**config.mk**
```make
export PLATFORM = sky130hd
export DESIGN_NAME = spart_rx_fifo
export DESIGN_NICKNAME = d
export VERILOG_FILES = /design/src/rtl/spart_rx_fifo.sv
export SDC_FILE = /design/constraint.sdc
export NUM_CORES = 1
export LEC_CHECK = 0
export BUFFER_PORTS_ARGS = -buffer_cell sky130_fd_sc_hd__buf_2
export CORE_MARGIN = 1.5
export CORE_UTILIZATION = 60
export CTS_CLUSTER_SIZE = 10
export DETAILED_ROUTE_END_ITERATION = 16
export GPL_TIMING_DRIVEN = 0
export PLACE_DENSITY = 0.76
export SLEW_MARGIN = 20
export SYNTH_ARGS = -nofsm -noshare
export SYNTH_HDL_FRONTEND = slang
export SYNTH_SLANG_ARGS = --single-unit
export TNS_END_PERCENT = 30
```
**constraint.sdc**
```tcl
create_clock -name clk -period 6.1 [get_ports clk]
set_input_delay 0.305 -clock clk [delete_from_list [all_inputs] [get_ports clk]]
set_output_delay 0.305 -clock clk [all_outputs]
set_load 0.1 [all_outputs]
```
**src/rtl/spart_rx_fifo.sv**
```systemverilog
// Oversampled asynchronous serial receiver feeding a first-word-fall-through receive FIFO.
// Optional even-parity checking is compiled in when PARITY_CHECK_EN is defined.
module spart_rx_fifo #(
    parameter int DATA_BITS  = 8,
    parameter int OVERSAMPLE = 16,
    parameter int DEPTH      = 4
) (
    input  logic                   clk,
    input  logic                   rst,
    input  logic                   RxD,
    input  logic                   baud_en,
    input  logic                   rd_rx,
    output logic [DATA_BITS-1:0]   RxD_data,
    output logic                   RDA,
    output logic [$clog2(DEPTH):0] count,
    output logic                   frm_err,
    output logic                   ovr_err,
    input  logic                   clr_err
);

    // state  | meaning
    // IDLE   | line idle, waiting for a low sample
    // START  | timing to mid start bit to confirm it is real
    // DATA   | sampling DATA_BITS data bits, LSB first
    // PARITY | sampling the parity bit (PARITY_CHECK_EN builds only)
    // STOP   | sampling the stop bit, then push or flag a framing error
    // BRK    | bad stop bit seen, waiting for the line to return high
    typedef enum logic [2:0] {
        IDLE   = 3'd0,
        START  = 3'd1,
        DATA   = 3'd2,
        PARITY = 3'd3,
        STOP   = 3'd4,
        BRK    = 3'd5
    } state_t;

    localparam int TW = $clog2(OVERSAMPLE);
    localparam int BW = $clog2(DATA_BITS);
    localparam int AW = $clog2(DEPTH);
    localparam int CW = AW + 1;

    localparam logic [TW-1:0] TICK_HALF = TW'(OVERSAMPLE / 2 - 1);
    localparam logic [TW-1:0] TICK_FULL = TW'(OVERSAMPLE - 1);
    localparam logic [BW-1:0] BIT_LAST  = BW'(DATA_BITS - 1);
    localparam logic [CW-1:0] FULL_CNT  = CW'(DEPTH);

    logic [1:0]           sync_q, sync_d;
    logic                 rxs;

    state_t               state_q, state_d;
    logic [TW-1:0]        tick_q, tick_d;
    logic [BW-1:0]        bit_q, bit_d;
    logic [DATA_BITS-1:0] shift_q, shift_d;
    logic                 push_q, push_d;
    logic                 tick_zero, bit_zero;
    logic                 frm_set;
    logic                 par_ok;

    logic [DATA_BITS-1:0] mem_q [DEPTH];
    logic [DATA_BITS-1:0] mem_d [DEPTH];
    logic [AW-1:0]        wr_ptr_q, wr_ptr_d;
    logic [AW-1:0]        rd_ptr_q, rd_ptr_d;
    logic [CW-1:0]        count_q, count_d;
    logic                 do_push, do_pop, full, ovr_set;

    logic                 frm_err_q, frm_err_d;
    logic                 ovr_err_q, ovr_err_d;

    // Two-flop synchroniser; resets to the idle (high) line level.
    always_comb begin
        sync_d = {sync_q[0], RxD};
    end

    assign rxs = sync_q[1];

    always_ff @(posedge clk or negedge rst) begin
        if (!rst) begin
            sync_q <= 2'b11;
        end else begin
            sync_q <= sync_d;
        end
    end

    assign tick_zero = (tick_q == '0);
    assign bit_zero  = (bit_q == '0);

`ifdef PARITY_CHECK_EN
    logic par_bad_q, par_bad_d;

    always_ff @(posedge clk or negedge rst) begin
        if (!rst) begin
            par_bad_q <= 1'b0;
        end else begin
            par_bad_q <= par_bad_d;
        end
    end

    assign par_ok = ~par_bad_q;
`else
    assign par_ok = 1'b1;
`endif

    always_ff @(posedge clk or negedge rst) begin
        if (!rst) begin
            state_q <= IDLE;
        end else begin
            state_q <= state_d;
        end
    end

    always_comb begin
        state_d = state_q;
        if (baud_en) begin
            case (state_q)
                IDLE:   if (!rxs) state_d = START;
                START:  if (tick_zero) state_d = rxs ? IDLE : DATA;
                DATA: begin
                    if (tick_zero && bit_zero) begin
`ifdef PARITY_CHECK_EN
                        state_d = PARITY;
`else
                        state_d = STOP;
`endif
                    end
                end
                PARITY: if (tick_zero) state_d = STOP;
                STOP:   if (tick_zero) state_d = rxs ? IDLE : BRK;
                BRK:    if (rxs) state_d = IDLE;
                default: state_d = IDLE;
            endcase
        end
    end

    // Tick timer is a down-counter: each sampling state fires on terminal count.
    always_comb begin
        tick_d  = tick_q;
        bit_d   = bit_q;
        shift_d = shift_q;
        push_d  = 1'b0;
        frm_set = 1'b0;
`ifdef PARITY_CHECK_EN
        par_bad_d = par_bad_q;
`endif
        if (baud_en) begin
            case (state_q)
                IDLE: tick_d = TICK_HALF;
                START: begin
                    tick_d = tick_zero ? TICK_FULL : tick_q - 1'b1;
                    if (tick_zero) bit_d = BIT_LAST;
                end
                DATA: begin
                    tick_d = tick_zero ? TICK_FULL : tick_q - 1'b1;
                    if (tick_zero) begin
                        shift_d = {rxs, shift_q[DATA_BITS-1:1]};
                        if (!bit_zero) bit_d = bit_q - 1'b1;
                    end
                end
`ifdef PARITY_CHECK_EN
                PARITY: begin
                    tick_d = tick_zero ? TICK_FULL : tick_q - 1'b1;
                    if (tick_zero) par_bad_d = ^{shift_q, rxs};
                end
`endif
                STOP: begin
                    tick_d = tick_zero ? TICK_FULL : tick_q - 1'b1;
                    if (tick_zero) begin
                        if (rxs && par_ok) push_d = 1'b1;
                        else               frm_set = 1'b1;
                    end
                end
                default: ;
            endcase
        end
    end

    always_ff @(posedge clk or negedge rst) begin
        if (!rst) begin
            tick_q  <= '0;
            bit_q   <= '0;
            shift_q <= '0;
            push_q  <= 1'b0;
        end else begin
            tick_q  <= tick_d;
            bit_q   <= bit_d;
            shift_q <= shift_d;
            push_q  <= push_d;
        end
    end

    // shift_q is stable for at least half a bit after the stop sample, so it
    // can be written one clock later without a separate holding register.
    always_comb begin
        mem_d    = mem_q;
        wr_ptr_d = wr_ptr_q;
        rd_ptr_d = rd_ptr_q;
        count_d  = count_q;
        full     = (count_q == FULL_CNT);
        do_pop   = rd_rx && (count_q != '0);
        do_push  = push_q && (!full || do_pop);
        ovr_set  = push_q && full && !do_pop;
        if (do_push) begin
            mem_d[wr_ptr_q] = shift_q;
            wr_ptr_d        = wr_ptr_q + 1'b1;
        end
        if (do_pop) begin
            rd_ptr_d = rd_ptr_q + 1'b1;
        end
        case ({do_push, do_pop})
            2'b10:   count_d = count_q + 1'b1;
            2'b01:   count_d = count_q - 1'b1;
            default: count_d = count_q;
        endcase
    end

    always_ff @(posedge clk or negedge rst) begin
        if (!rst) begin
            for (int i = 0; i < DEPTH; i++) begin
                mem_q[i] <= '0;
            end
            wr_ptr_q <= '0;
            rd_ptr_q <= '0;
            count_q  <= '0;
        end else begin
            mem_q    <= mem_d;
            wr_ptr_q <= wr_ptr_d;
            rd_ptr_q <= rd_ptr_d;
            count_q  <= count_d;
        end
    end

    // A new error event beats a simultaneous clear.
    always_comb begin
        frm_err_d = frm_set | (frm_err_q & ~clr_err);
        ovr_err_d = ovr_set | (ovr_err_q & ~clr_err);
    end

    always_ff @(posedge clk or negedge rst) begin
        if (!rst) begin
            frm_err_q <= 1'b0;
            ovr_err_q <= 1'b0;
        end else begin
            frm_err_q <= frm_err_d;
            ovr_err_q <= ovr_err_d;
        end
    end

    assign RxD_data = mem_q[rd_ptr_q];
    assign RDA      = (count_q != '0);
    assign count    = count_q;
    assign frm_err  = frm_err_q;
    assign ovr_err  = ovr_err_q;

endmodule

```
* After elaboration in Yosys (flattened, before gate mapping)
Cells that the tools add are included.
Widths: inputs -> output; s select.
** Storage, ports and cells
- Output and inout bits :: 14
- Register bits after elaboration :: 62
- Input port bits :: 6
- Logic and storage cells :: 98
** Cells by class
- Bitwise logic cells :: 7
- Add/subtract/negate cells :: 6
- Multiplexer cells :: 30
- Equal/unequal tests :: 16
- Magnitude comparators :: 3
- Reduce and logical (&&, ||, !) cells :: 21
** Operators with widths (number)
- $bwmux 32 :: 1
- $mux 3 :: 10
- $mux 8 :: 3
- $pmux 3 s6 :: 1
- $bmux 8 s2 :: 1
- $demux 8 s2 :: 1
- $ne 2x2->1 const B :: 8
- $pmux 3 s2 :: 2
- $eq 3x3->1 const B :: 3
- $mux 1 :: 8
- $pmux 4 s2 :: 1
- $reduce_and 7->1 :: 1
- $eq 3x2->1 const B :: 2
- $ge 3x3->1 const B :: 2
- $logic_and 1x1->1 :: 6
- $logic_not 3->1 :: 2
- $not 2->3 :: 2
- $reduce_bool 2->1 :: 3
- $sub 3x1->3 const B :: 2
- $reduce_and 5->1 :: 1
- $add 2x1->2 const B :: 2
- $logic_not 4->1 :: 1
- $mux 4 :: 1
- $sub 4x1->4 const B :: 1
- other kinds (15) :: 18

* Depth between registers and ports, before layout
Gate-level depths: netlist of the first run.
- Word-level depth :: 6
- Gate-level depth with buffers :: 10
- Mapped depth without buffers :: 9

* Worst setup path before layout of the first run
OpenSTA, ideal clock, no wires.
- Kind :: register -> register
- Start :: reg count_q[0] (netlist: count[0])
- End :: reg count_q[2] (netlist: count[2])
- Period minus slack after synthesis :: 3153 ps
- Data required time :: 5938 ps
- Library setup time :: 162 ps
- Slack :: 2947 ps
- Path buffers :: 0
- Cell stages (with the launch flop) :: 9
- Data arrival time :: 2991 ps
- Cell sequence :: dfrtp_1 or3_1 and2_1 ha_1 inv_1 fa_1 xor2_1 nor2_1 xor2_1
** On the way
- Cells in the longest elaborated chain, start to end :: 6
- Elaborated cells between the ends (all ways) :: 12
- Classes of those cells :: 2 x add/sub; 3 x eq/ne; 1 x mux; 6 x reduce/logical
** Ends and longest elaborated chain
- from (decl) :: line 63 : logic [CW-1:0] count_q, count_d;
- from (signal assigned) :: line 227 : count_q <= count_d;
- $reduce_bool 3->1 *
- via RDA :: line 14 : output logic RDA,
- $logic_and 1x1->1 * :: line 198 : do_pop = rd_rx && (count_q != '0);
- via do_pop :: line 64 : logic do_push, do_pop, full, ovr_set;
- $logic_or 1x1->1 :: line 199 : do_push = push_q && (!full || do_pop);
- $logic_and 1x1->1 :: line 199
- $eq 2x1->1 or $eq 2x2->1 (tied branches) :: line 208 : case ({do_push, do_pop})
- $pmux 3 s2 or $reduce_bool 2->1 (tied branches)
The timed path passes the listed nets; every way through them passes the cells marked *.
A chain may end at the register's enable or synchronous reset.

* Worst setup path in the final report of the first run
- Start :: reg rd_ptr_q[1]
- End :: out RxD_data[6]
** On the way
- Cells in the longest elaborated chain, start to end :: 4
** Ends and longest elaborated chain
- from (decl) :: line 62 : logic [AW-1:0] rd_ptr_q, rd_ptr_d;
- from (signal assigned) :: line 226 : rd_ptr_q <= rd_ptr_d;
- $not 2->3 (not written as such) :: line 247 : assign RxD_data = mem_q[rd_ptr_q];
- $bmux 8 s2 :: line 247
- $mux 8 (not written as such) (2 in a row) :: line 247
- to (decl) :: line 13 : output logic [DATA_BITS-1:0] RxD_data,
No other way between the ends. The select of a mux whose other input is x is not followed.

==> key figures, run 1 <==
Status
  – Status: finished, final reports clean

STA
  – Final hold vios: 0
  – Slew Limit Fails: 0
  – Min Clock Period, post-route: 2.20 ns
  – Worst slew pin tran: 0.755 ns
  – Max transition margin: 49.7%
  – Worst Clk Skew: 0.00756 ns
  – Final setup TNS: 0 ns
  – Setup-failing EPs final: 0
  – Fmax: 455 MHz
  – Crit share post-route: 36.0%
  – RSZ-0062 raised after global routing: false

Worst setup path
  – CP max stage delay: 0.48 ns
  – Cell-by-cell trace of the critical path: buf_1 > mux4_2 > buf_2
  – Worst Path Buf+Inv: 2
  – Top Family by Delay on Critical Path: buffers and inverters
  – CP max-delay cell: buf_1
  – Worst Path Arrival: 1.89 ns
  – Critical Path RT: 5.79 ns
  – Critical path type: flop to output pin
  – Setup crit end kind: output pin
  – CP Launch Type: flop
  – Worst-path maximum fanout: 9

Logic synthesis
  – Dominant synthesized flop cell: dfrtp_1
  – Post-synthesis sequential area ratio: 53.4%
  – Yosys cell types: 47
  – Dominant cells by area after synthesis: dfrtp_1, mux2_2, mux4_2, ha_1, dfstp_2
  – YS warnings: 0
  – Most common cell in the netlist: dfrtp_1
  – Largest family of logic cells by synthesized area: multiplexers
  – Synthesized-area fraction occupied by xor and xnor cells: 1.81%
  – Synth Instances: 216
  – Synthesized flop and latch total: 62
  – Synth Area in Compound Gates: 5.89%
  – Mux share of post-synthesis cell area: 22.1%
  – Most instantiated cells after synthesis: dfrtp_1, mux2_2, inv_1
  – Number of flops mapped to enable cells by yosys: 0
  – Ys async rst share: 100%
  – Syn nets: 231
  – Yosys top cell area share: 51.6%
  – Synth Area in Simple Gates: 9.59%
  – Avg Inst Size Synth: 13.5 um^2
  – Most area-hungry cell type in the Yosys netlist: dfrtp_1
  – Syn Std Cell Area: 0.00291 mm^2
  – Synth Area in Adders: 4.47%

CTS
  – CTS tree: yes
  – CTS root buf: clkbuf_8
  – Hold buffers post-CTS: 0
  – H-tree depth: 3
  – Worst-path clk slew: 0.06 ns
  – Clk_lat worst skew: 0.33 ns
  – Postcts setup bufs: 0
  – CTS sink cnt: 62
  – Clock buffer depth: 2
  – Total CTS buffers: 9
  – PostCTS Resize Cnt: 0

Placed design
  – Placer Congestion: 0.817
  – Hpwl dp: 3130 um
  – IO Port Bufs: 19

Floorplanning
  – Die W: 72.6 um
  – Die height: 72.6 um
  – Die area: 0.00528 mm^2
  – Core area: 0.00469 mm^2
  – Initial Utilization: 62.0%
  – # IOs: 20
  – # rows: 25

Power and ir drop
  – LEAKAGE: 1.65 nW
  – Worst vdd ir: 0.269 mV
  – Register share of total power: 41.3%
  – Combinational share of power: 32.5%
  – Sw Pwr: 461 uW
  – Switching share of power: 37.3%
  – Clock power share: 26.2%
  – Internal power: 776 uW
  – Power Dens Cells: 379 mW/mm^2

Detailed routing
  – Routed WL per cell: 15.3 um
  – DRT iter0 DRCs: 61
  – Via Count: 1765
  – Post-route ant nets: 0
  – Drt first pass iters: 4
  – # DRC: 0
  – Routed vias/inst: 5.79
  – Final WL: 4680 um

Global routing
  – Total Routing Usage GR: 20.2%
  – Overflow after GRT: 0
  – Largest net degree at the start of global routing: 63
  – Initial antenna violation count: 0
  – Vias in the first global route: 1695
  – First-pass GRT wire length: 7840 um

Finish
  – Final nets: 261
  – Post-layout util: 69.5%
  – Fraction of layout cells with a size suffix above 1: 38.6%
  – Synthesis-to-finish area growth: 12.0%
  – Diode count: 0

Run
  – Max-cap violations: 0

Min path
  – Min-Delay Path Class: input pin to async pin
[state kept, by name, indices dropped and copies added, names as in the netlist]
register	flops
mem_q	32
frm_err	1
state_q	3
sync_q	2
count	3
wr_ptr_q	2
push_q	1
ovr_err	1
tick_q	4
rd_ptr_q	2
bit_q	3
shift_q	8
[worst paths after layout]
| check | startpoint | slack [ns] | end | cells after the start |
|---|---|---|---|---|
| max in group asynchronous | rst | 5.56 | mem_q[18] | 1 |
| hold / removal | rst | 0.04 | mem_q[16] | 1 |
| setup / recovery | rd_ptr_q[1] | 3.90 | RxD_data[6] | 3 |
| min in group clk | RxD | 0.07 | sync_q[0] | 1 |
| hold reg to reg | sync_q[0] | 0.36 | sync_q[1] | 0 |
| setup reg to reg | count[1] | 3.93 | count[2] | 10 |
[through the flow]
stage | instance area [um^2] | hold WS, ns | setup slack [ns] | power [mW] | cells
finish | 3260 | 0.0420 | 3.90 | 1.24 | 305
global route | 3260 | 0.0540 | 3.81 | 1.31 | 305
CTS | 3260 | 0.0518 | 3.87 | 1.25 | 305
detailed placement | 3070 | 0.351 | 3.92 | 0.922 | 289
global placement | 3070 | 0.346 | 3.96 | 0.911 | 289
floorplan | 2910 | 0.00941 | 2.95 | 0.838 | 216
[layout by cell type (no fill, tap or decap), drive strengths merged, types with 2 or more instances in the layout]
cell    Yosys  final
nand2      11     11
xnor2       3      3
o21ai      10     10
dfstp       2      2
buf         3     22
nor2b       3      3
nand4       3      3
o22ai       3      3
mux2       41     41
a21oi       4      4
nor3b       3      3
nand3       3      3
clkbuf      4     16
a22oi       2      2
clkinv      0      4
dfrtp      60     60
mux4        8      8
inv        13     13
ha          8      8
nor2        8      8
xor2        3      3
[area by class of cell]
type | count | area, um^2
clock inverters | 4 | 20.0
fillers | 349 | 1430
clock buffers | 12 | 165
plain buffers | 7 | 31.3
repair buffers | 19 | 97.6
flip-flops and latches | 62 | 1550
well taps | 54 | 67.6
multi-input cells | 134 | 1270
inverters | 13 | 48.8
[logic make-up after synthesis]
| group | after synthesis |
|---|---|
| xor gates and xnor gates | 6 |
| and+or+nand+nor | 42 |
| DFF | 62 |
| buffers and inverters | 20 |
| muxes | 49 |
| AOI/OAI and AO/OA | 27 |
| adders and majority gates | 10 |
[power by group through the flow]
stage | combinational, mW | clock (mW) | sequential (mW)
after global routing | 0.445 | 0.348 | 0.516
after detailed placement | 0.405 | 0 | 0.516
after CTS | 0.407 | 0.337 | 0.510
after floorplan | 0.261 | 0 | 0.578
final | 0.402 | 0.324 | 0.510
after global placement | 0.397 | 0 | 0.514
[per-layer routing]
layer  GRT usage, %  up-vias  wire (um)
met5              0        -          0
met4           9.22        0         62
met3           5.80        7        135
met2           31.5       26       2340
met1           26.4      899       2140
li1               -      833          -
Power figures use the tool's default switching activity.
==> inputs of run 2 (changes only) <==
--- a/config.mk
+++ b/config.mk
@@ -7,11 +7,11 @@
 export LEC_CHECK = 0
 export BUFFER_PORTS_ARGS = -buffer_cell sky130_fd_sc_hd__buf_2
 export CORE_MARGIN = 1.5
-export CORE_UTILIZATION = 60
+export CORE_UTILIZATION = 54
 export CTS_CLUSTER_SIZE = 10
 export DETAILED_ROUTE_END_ITERATION = 16
 export GPL_TIMING_DRIVEN = 0
-export PLACE_DENSITY = 0.76
+export PLACE_DENSITY = 0.72
 export SLEW_MARGIN = 20
 export SYNTH_ARGS = -nofsm -noshare
 export SYNTH_HDL_FRONTEND = slang
==> constraint.sdc (replaced) <==
create_clock -name clk -period 1.9 [get_ports clk]
set_input_delay 0.095 -clock clk [delete_from_list [all_inputs] [get_ports clk]]
set_output_delay 0.095 -clock clk [all_outputs]
set_load 0.1 [all_outputs]
==> run 2 against run 1 <==
Effect of this change:
- the run now ends with setup timing left
- critical path depth grew 6
- hold slack improved by 0.17 ns
- clock skew down 0.0028 ns
- total power rose to 3.6 times the previous value
- count of clock-buffer cells in the layout grew 1
- via count increased by 3.2%
- register-to-register slack worse by 4.0 ns
- utilization down 1.2 points
==> key figures, run 2 (synthesized netlist as in run 1, its figures left out) <==
Status
  – Status: finished with violations
  – Failing checks: setup timing

Worst setup path
  – CP most frequent cell: xor2_1
  – Worst Path Buf+Inv: 2
  – CP max-delay cell: dfrtp_4
  – Critical path type: flop to flop
  – Critical Path RT: 2.11 ns
  – Top Family by Delay on Critical Path: simple AND/OR/NAND/NOR gates
  – CP max stage delay: 0.49 ns
  – Cell-by-cell trace of the critical path: buf_6 > or3_4 > and2_4 > ha_4 > inv_2 > fa_2 > xor2_1 > nor2_1 > xor2_1
  – Reg-to-reg endpoint: count[2]
  – R2R setup slack: -0.10 ns
  – Worst Path Arrival: 2.21 ns
  – Setup crit end kind: flop
  – Reg2reg start: count[0]
  – Worst-path maximum fanout: 4
  – Reg2reg path depth: 9
  – Critical Path Source: count[0]
  – CP Launch Type: flop

Floorplanning
  – Die height: 76.4 um
  – Die W: 76.4 um
  – Die area: 0.00584 mm^2
  – # IOs: 20
  – # rows: 26
  – Core area: 0.00514 mm^2
  – Initial Utilization: 56.6%

Detailed routing
  – Met3 wire len: 135 um
  – # DRC: 0
  – Top layer in use: met4
  – Drt first pass iters: 4
  – Met1 WL: 2470 um
  – Via Count: 1822
  – WL met2: 2630 um
  – DRT iter0 DRCs: 144
  – Routed WL per cell: 16.0 um
  – Post-route ant nets: 0
  – Routed vias/inst: 5.46
  – Final WL: 5340 um

Placed design
  – Placed Instance Area: 0.00314 mm^2
  – Dpl cells: 305
  – Pre-CTS setup slack: -0.300 ns
  – Placer Congestion: 0.746
  – Hpwl dp: 3210 um
  – IO Port Bufs: 19

Finish
  – Largest regs: mem_q (32), shift_q (8), tick_q (4)
  – Synthesis-to-finish area growth: 20.6%
  – Final nets: 274
  – Finished Cell Area: 0.00351 mm^2
  – Max FFs per register: 32
  – Commonest non-fill, non-tap cell in the layout: dfrtp_1
  – Fraction of layout cells with a size suffix above 1: 45.1%
  – Non-Filler Instances: 334
  – Diode count: 0
  – Most frequent cells in the layout: dfrtp_1, mux2_2, buf_2, buf_4, clkbuf_8
  – Top reg by flops: mem_q
  – Number of fill cells: 379

STA
  – Worst Clk Skew: 0.00473 ns
  – Setup-failing EPs final: 3
  – Slew Limit Fails: 0
  – Max transition margin: 49.1%
  – Final WS setup: -0.101 ns
  – Min Clock Period, post-route: 2.00 ns
  – Final hold vios: 0
  – Worst slew pin tran: 0.764 ns
  – Final setup TNS: -0.174 ns
  – Fmax: 500 MHz
  – RSZ-0062 raised after global routing: true
  – Crit share post-route: 105%

CTS
  – CTS tree: yes
  – Worst-path clk slew: 0.07 ns
  – H-tree depth: 3
  – CTS sink cnt: 62
  – CTS root buf: clkbuf_8
  – Total CTS buffers: 9
  – Clk_lat worst skew: 0.33 ns
  – Clock buffer depth: 2

Min path
  – Min-delay src: baud_en
  – Worst hold endpoint: shift_q[7]
  – Min-Delay Path Class: input pin to flop
  – Hold path depth: 3

Power and ir drop
  – Internal power: 2.91 mW
  – Clock power share: 29.8%
  – Register share of total power: 38.1%
  – Combinational share of power: 32.1%
  – Switching share of power: 35.0%
  – Sw Pwr: 1.57 mW
  – LEAKAGE: 1.74 nW
  – Total power: 4.48 mW
  – Power Dens Cells: 1280 mW/mm^2
  – Worst vdd ir: 0.902 mV

Global routing
  – First-pass GRT wire length: 8870 um
  – Vias in the first global route: 1853
  – Total Routing Usage GR: 19.9%
  – Largest net degree at the start of global routing: 63
  – Overflow after GRT: 0
  – Initial antenna violation count: 0

Run
  – Max-cap violations: 0
run 2: changes by cell type in the layout (fill, tap and decap cells not counted), moves of 2 or more:
cell           change
buf_2              -3
buf_4             +11
bufinv_16          +2
clkbuf_4           +2
clkinv_2           -3
dfrtp_1            -3
dfrtp_4            +3
dlygate4sd3_1      +3
ha_1               -2
inv_1              -2
run 2: layer usage:
metal,track usage (%),up-vias
li1,-,863
met1,27.4,919
met3,3.35,11
met5,0,-
met2,30.8,29
met4,10.0,0
run 2: final cells by class:
class	count	area (um^2)	area share, %
Sequential cell	62	1570	44.6
Clock inverter	3	65.1	1.86
Tap cell	70	87.6	2.50
Clock buffer	13	169	4.82
Buffer	5	22.5	0.642
Inverter	13	51.3	1.46
Multi-Input combinational cell	134	1320	37.6
Timing Repair Buffer	34	226	6.46
run 2: worst max path at each step:
stage	to	slack [ns]	cells after the start
6_report	count[2]	-0.10	9
2_1_floorplan	count[2]	-0.35	8
3_5_place_dp	count[2]	-0.30	10
5_1_grt	count[2]	-0.23	9
3_3_place_gp	count[2]	-0.26	10
4_1_cts	count[2]	-0.16	10
run 2: per-stage QoR:
stage               util, %  hold slack [ns]
global route           68.2            0.218
floorplan                 -           -0.201
detailed placement     61.0            0.202
global placement       61.0            0.200
finish                 68.2            0.208
CTS                    67.2            0.202
run 2: power by group through the flow:
| stage | clock network (mW) | logic, mW | registers [mW] |
|---|---|---|---|
| after floorplan | 0 | 0.878 | 1.89 |
| after global placement | 0 | 1.33 | 1.68 |
| after detailed placement | 0 | 1.36 | 1.68 |
| after CTS | 1.36 | 1.39 | 1.70 |
| after global routing | 1.41 | 1.57 | 1.73 |
| final | 1.34 | 1.44 | 1.71 |
run 2: worst register-to-register path, cell delays in order (launching register included):
cell and delay, ns:
dfrtp_4 0.49, buf_6 0.13, or3_4 0.36, and2_4 0.16
ha_4 0.15, inv_2 0.05, fa_2 0.20, xor2_1 0.14
nor2_1 0.06, xor2_1 0.14
run 2: repair_timing:
action / CTS / global route
setup buffers: 5 / 7
endpoints found under the setup margin: 19 / 46
gates cloned: 0 / 0
hold buffers: 3 / 0
pin swaps: 6 / 6
hold endpoints to repair: 63 / 0
gates resized for setup: 5 / 5
==> inputs of run 3 (changes only) <==
--- a/config.mk
+++ b/config.mk
@@ -7,11 +7,10 @@
 export LEC_CHECK = 0
 export BUFFER_PORTS_ARGS = -buffer_cell sky130_fd_sc_hd__buf_2
 export CORE_MARGIN = 1.5
-export CORE_UTILIZATION = 54
+export CORE_UTILIZATION = 59
 export CTS_CLUSTER_SIZE = 10
 export DETAILED_ROUTE_END_ITERATION = 16
-export GPL_TIMING_DRIVEN = 0
-export PLACE_DENSITY = 0.72
+export PLACE_DENSITY = 0.75
 export SLEW_MARGIN = 20
 export SYNTH_ARGS = -nofsm -noshare
 export SYNTH_HDL_FRONTEND = slang
==> constraint.sdc (replaced) <==
create_clock -name clk -period 2.14 [get_ports clk]
set_input_delay 0.107 -clock clk [delete_from_list [all_inputs] [get_ports clk]]
set_output_delay 0.107 -clock clk [all_outputs]
set_load 0.1 [all_outputs]
==> run 3 against run 2 <==
Effect of this change:
- the run now ends clean
- hold slack got worse by 0.046 ns
- largest cell class unchanged
- utilization up 3.3 points
- die area is 8.1% lower
- worst setup slack gained 0.22 ns
- register-to-register slack improved by 0.22 ns
- via count is 2.7% lower
- count of clock-buffer cells in the layout down 3
- total power down 16%
- sequential power shrank 8%
- highest routed layer unchanged
- global-route usage up 2.1 points
- cell count is 4.5% lower
- critical path type unchanged
==> key figures, run 3 (synthesized netlist as in run 1, its figures left out) <==
Worst setup path
  – Critical Path RT: 2.38 ns
  – Setup crit end kind: flop
  – Reg2reg start: count[0]
  – R2R setup slack: 0.12 ns
  – Worst Path Arrival: 2.26 ns
  – Crit path capture: count[2]
  – Reg2reg path depth: 9
  – CP Launch Type: flop
  – Critical path type: flop to flop
  – Worst-path maximum fanout: 5
  – Reg-to-reg endpoint: count[2]
  – Critical Path Source: count[0]

Status
  – Status: finished, final reports clean

Detailed routing
  – # DRC: 0
  – Final WL: 5150 um
  – Post-route ant nets: 0
  – Via Count: 1773
  – Routed vias/inst: 5.56
  – Routed WL per cell: 16.2 um
  – Drt first pass iters: 4
  – DRT iter0 DRCs: 50

Power and ir drop
  – LEAKAGE: 1.68 nW
  – Power Dens Cells: 1110 mW/mm^2
  – Worst vdd ir: 0.679 mV

Floorplanning
  – Die area: 0.00536 mm^2
  – Core area: 0.00472 mm^2
  – # IOs: 20
  – Initial Utilization: 61.6%
  – Die height: 73.2 um
  – # rows: 25
  – Die W: 73.2 um

Global routing
  – Vias in the first global route: 1894
  – Total Routing Usage GR: 22.1%
  – First-pass GRT wire length: 8730 um
  – Overflow after GRT: 0
  – Initial antenna violation count: 0
  – Largest net degree at the start of global routing: 23

STA
  – Setup-failing EPs final: 0
  – Slew Limit Fails: 0
  – RSZ-0062 raised after global routing: false
  – Final hold vios: 0
  – Final WS setup: 0.124 ns
  – Max transition margin: 67.4%
  – Worst Clk Skew: 0.00549 ns
  – Worst slew pin tran: 0.493 ns
  – Crit share post-route: 94.2%
  – Min Clock Period, post-route: 2.02 ns
  – Fmax: 496 MHz

Min path
  – Hold path depth: 4
  – Min-delay src: rd_rx
  – Min-Delay Path Class: input pin to flop

Finish
  – Commonest non-fill, non-tap cell in the layout: dfrtp_1
  – Non-Filler Instances: 319
  – Fraction of layout cells with a size suffix above 1: 42.9%
  – Most frequent cells in the layout: dfrtp_1, mux2_2, buf_2, inv_1
  – Finished Cell Area: 0.00338 mm^2
  – Largest regs: mem_q (32), shift_q (8), tick_q (4)
  – Top reg by flops: mem_q
  – Diode count: 0
  – Final nets: 262
  – Synthesis-to-finish area growth: 16.2%
  – Max FFs per register: 32
  – Post-layout util: 71.6%

CTS
  – Clk_lat worst skew: 0.33 ns
  – H-tree depth: 3
  – PostCTS Resize Cnt: 0
  – Clock buffer depth: 2
  – CTS sink cnt: 62
  – Total CTS buffers: 9
  – CTS root buf: clkbuf_8
  – Worst-path clk slew: 0.07 ns
  – CTS tree: yes
  – Postcts setup bufs: 0
  – Hold buffers post-CTS: 3

Placed design
  – Placer Congestion: 0.745
  – Placed Instance Area: 0.00314 mm^2
  – Dpl cells: 300
  – Hpwl dp: 3700 um
  – IO Port Bufs: 19
  – Pre-CTS setup slack: 0.120 ns

Run
  – Max-cap violations: 0
==> run 3: changes by cell type in the layout (fill, tap and decap cells not counted), moves of 2 or more <==
cell	delta
clkbuf_4	-2
clkbuf_8	-3
buf_2	+3
clkbuf_1	-4
buf_4	-8
==> run 3: metrics by stage <==
step	TNS, ns	total power, mW	hold slack [ns]
6_report	0	3.77	0.163
5_1_grt	0	3.99	0.168
4_1_cts	0	3.80	0.130
3_5_place_dp	0	2.70	0.0902
3_3_place_gp	0	2.64	0.0729
2_1_floorplan	-0.199	2.46	-0.189
==> run 3: worst min-delay path by stage <==
stage                     slack, ns           to
after global routing           0.17  rd_ptr_q[0]
after global placement         0.07     count[1]
after floorplan               -0.19     bit_q[0]
after CTS                      0.13      ovr_err
final                          0.16      ovr_err
after detailed placement       0.09  rd_ptr_q[0]
==> run 3: routing by layer <==
layer / vias to the layer above / GRT usage, % / wire length [um]
met2: 22 / 37.4 / 2670
met3: 8 / 4.01 / 108
met1: 909 / 27.0 / 2310
li1: 834 / - / -
met4: 0 / 11.1 / 74
met5: - / 0 / 0
==> run 3: area by class of cell <==
type / instances / area (um^2)
Sequential cell: 62 / 1570
Fill cell: 323 / 1340
Multi-Input combinational cell: 134 / 1310
Timing Repair Buffer: 27 / 163
Clock buffer: 10 / 128
Clock inverter: 6 / 86.3
Tap cell: 67 / 83.8
Inverter: 13 / 48.8
==> run 3: power by group <==
| group | internal [mW] | switching, mW | total, mW |
|---|---|---|---|
| combinational | 0.421 | 0.689 | 1.11 |
| clock | 0.653 | 0.436 | 1.09 |
| sequential | 1.34 | 0.229 | 1.57 |
| total | 2.41 | 1.35 | 3.77 |
==> run 3: worst max-delay path, stage by stage (launching register included) <==
cell,delay (ns)
dfrtp_4,0.52
nor4b_4,0.28
nor2b_1,0.11
inv_2,0.08
ha_4,0.14
inv_2,0.04
fa_2,0.34
xor2_1,0.16
nor2_1,0.11
xor2_1,0.17
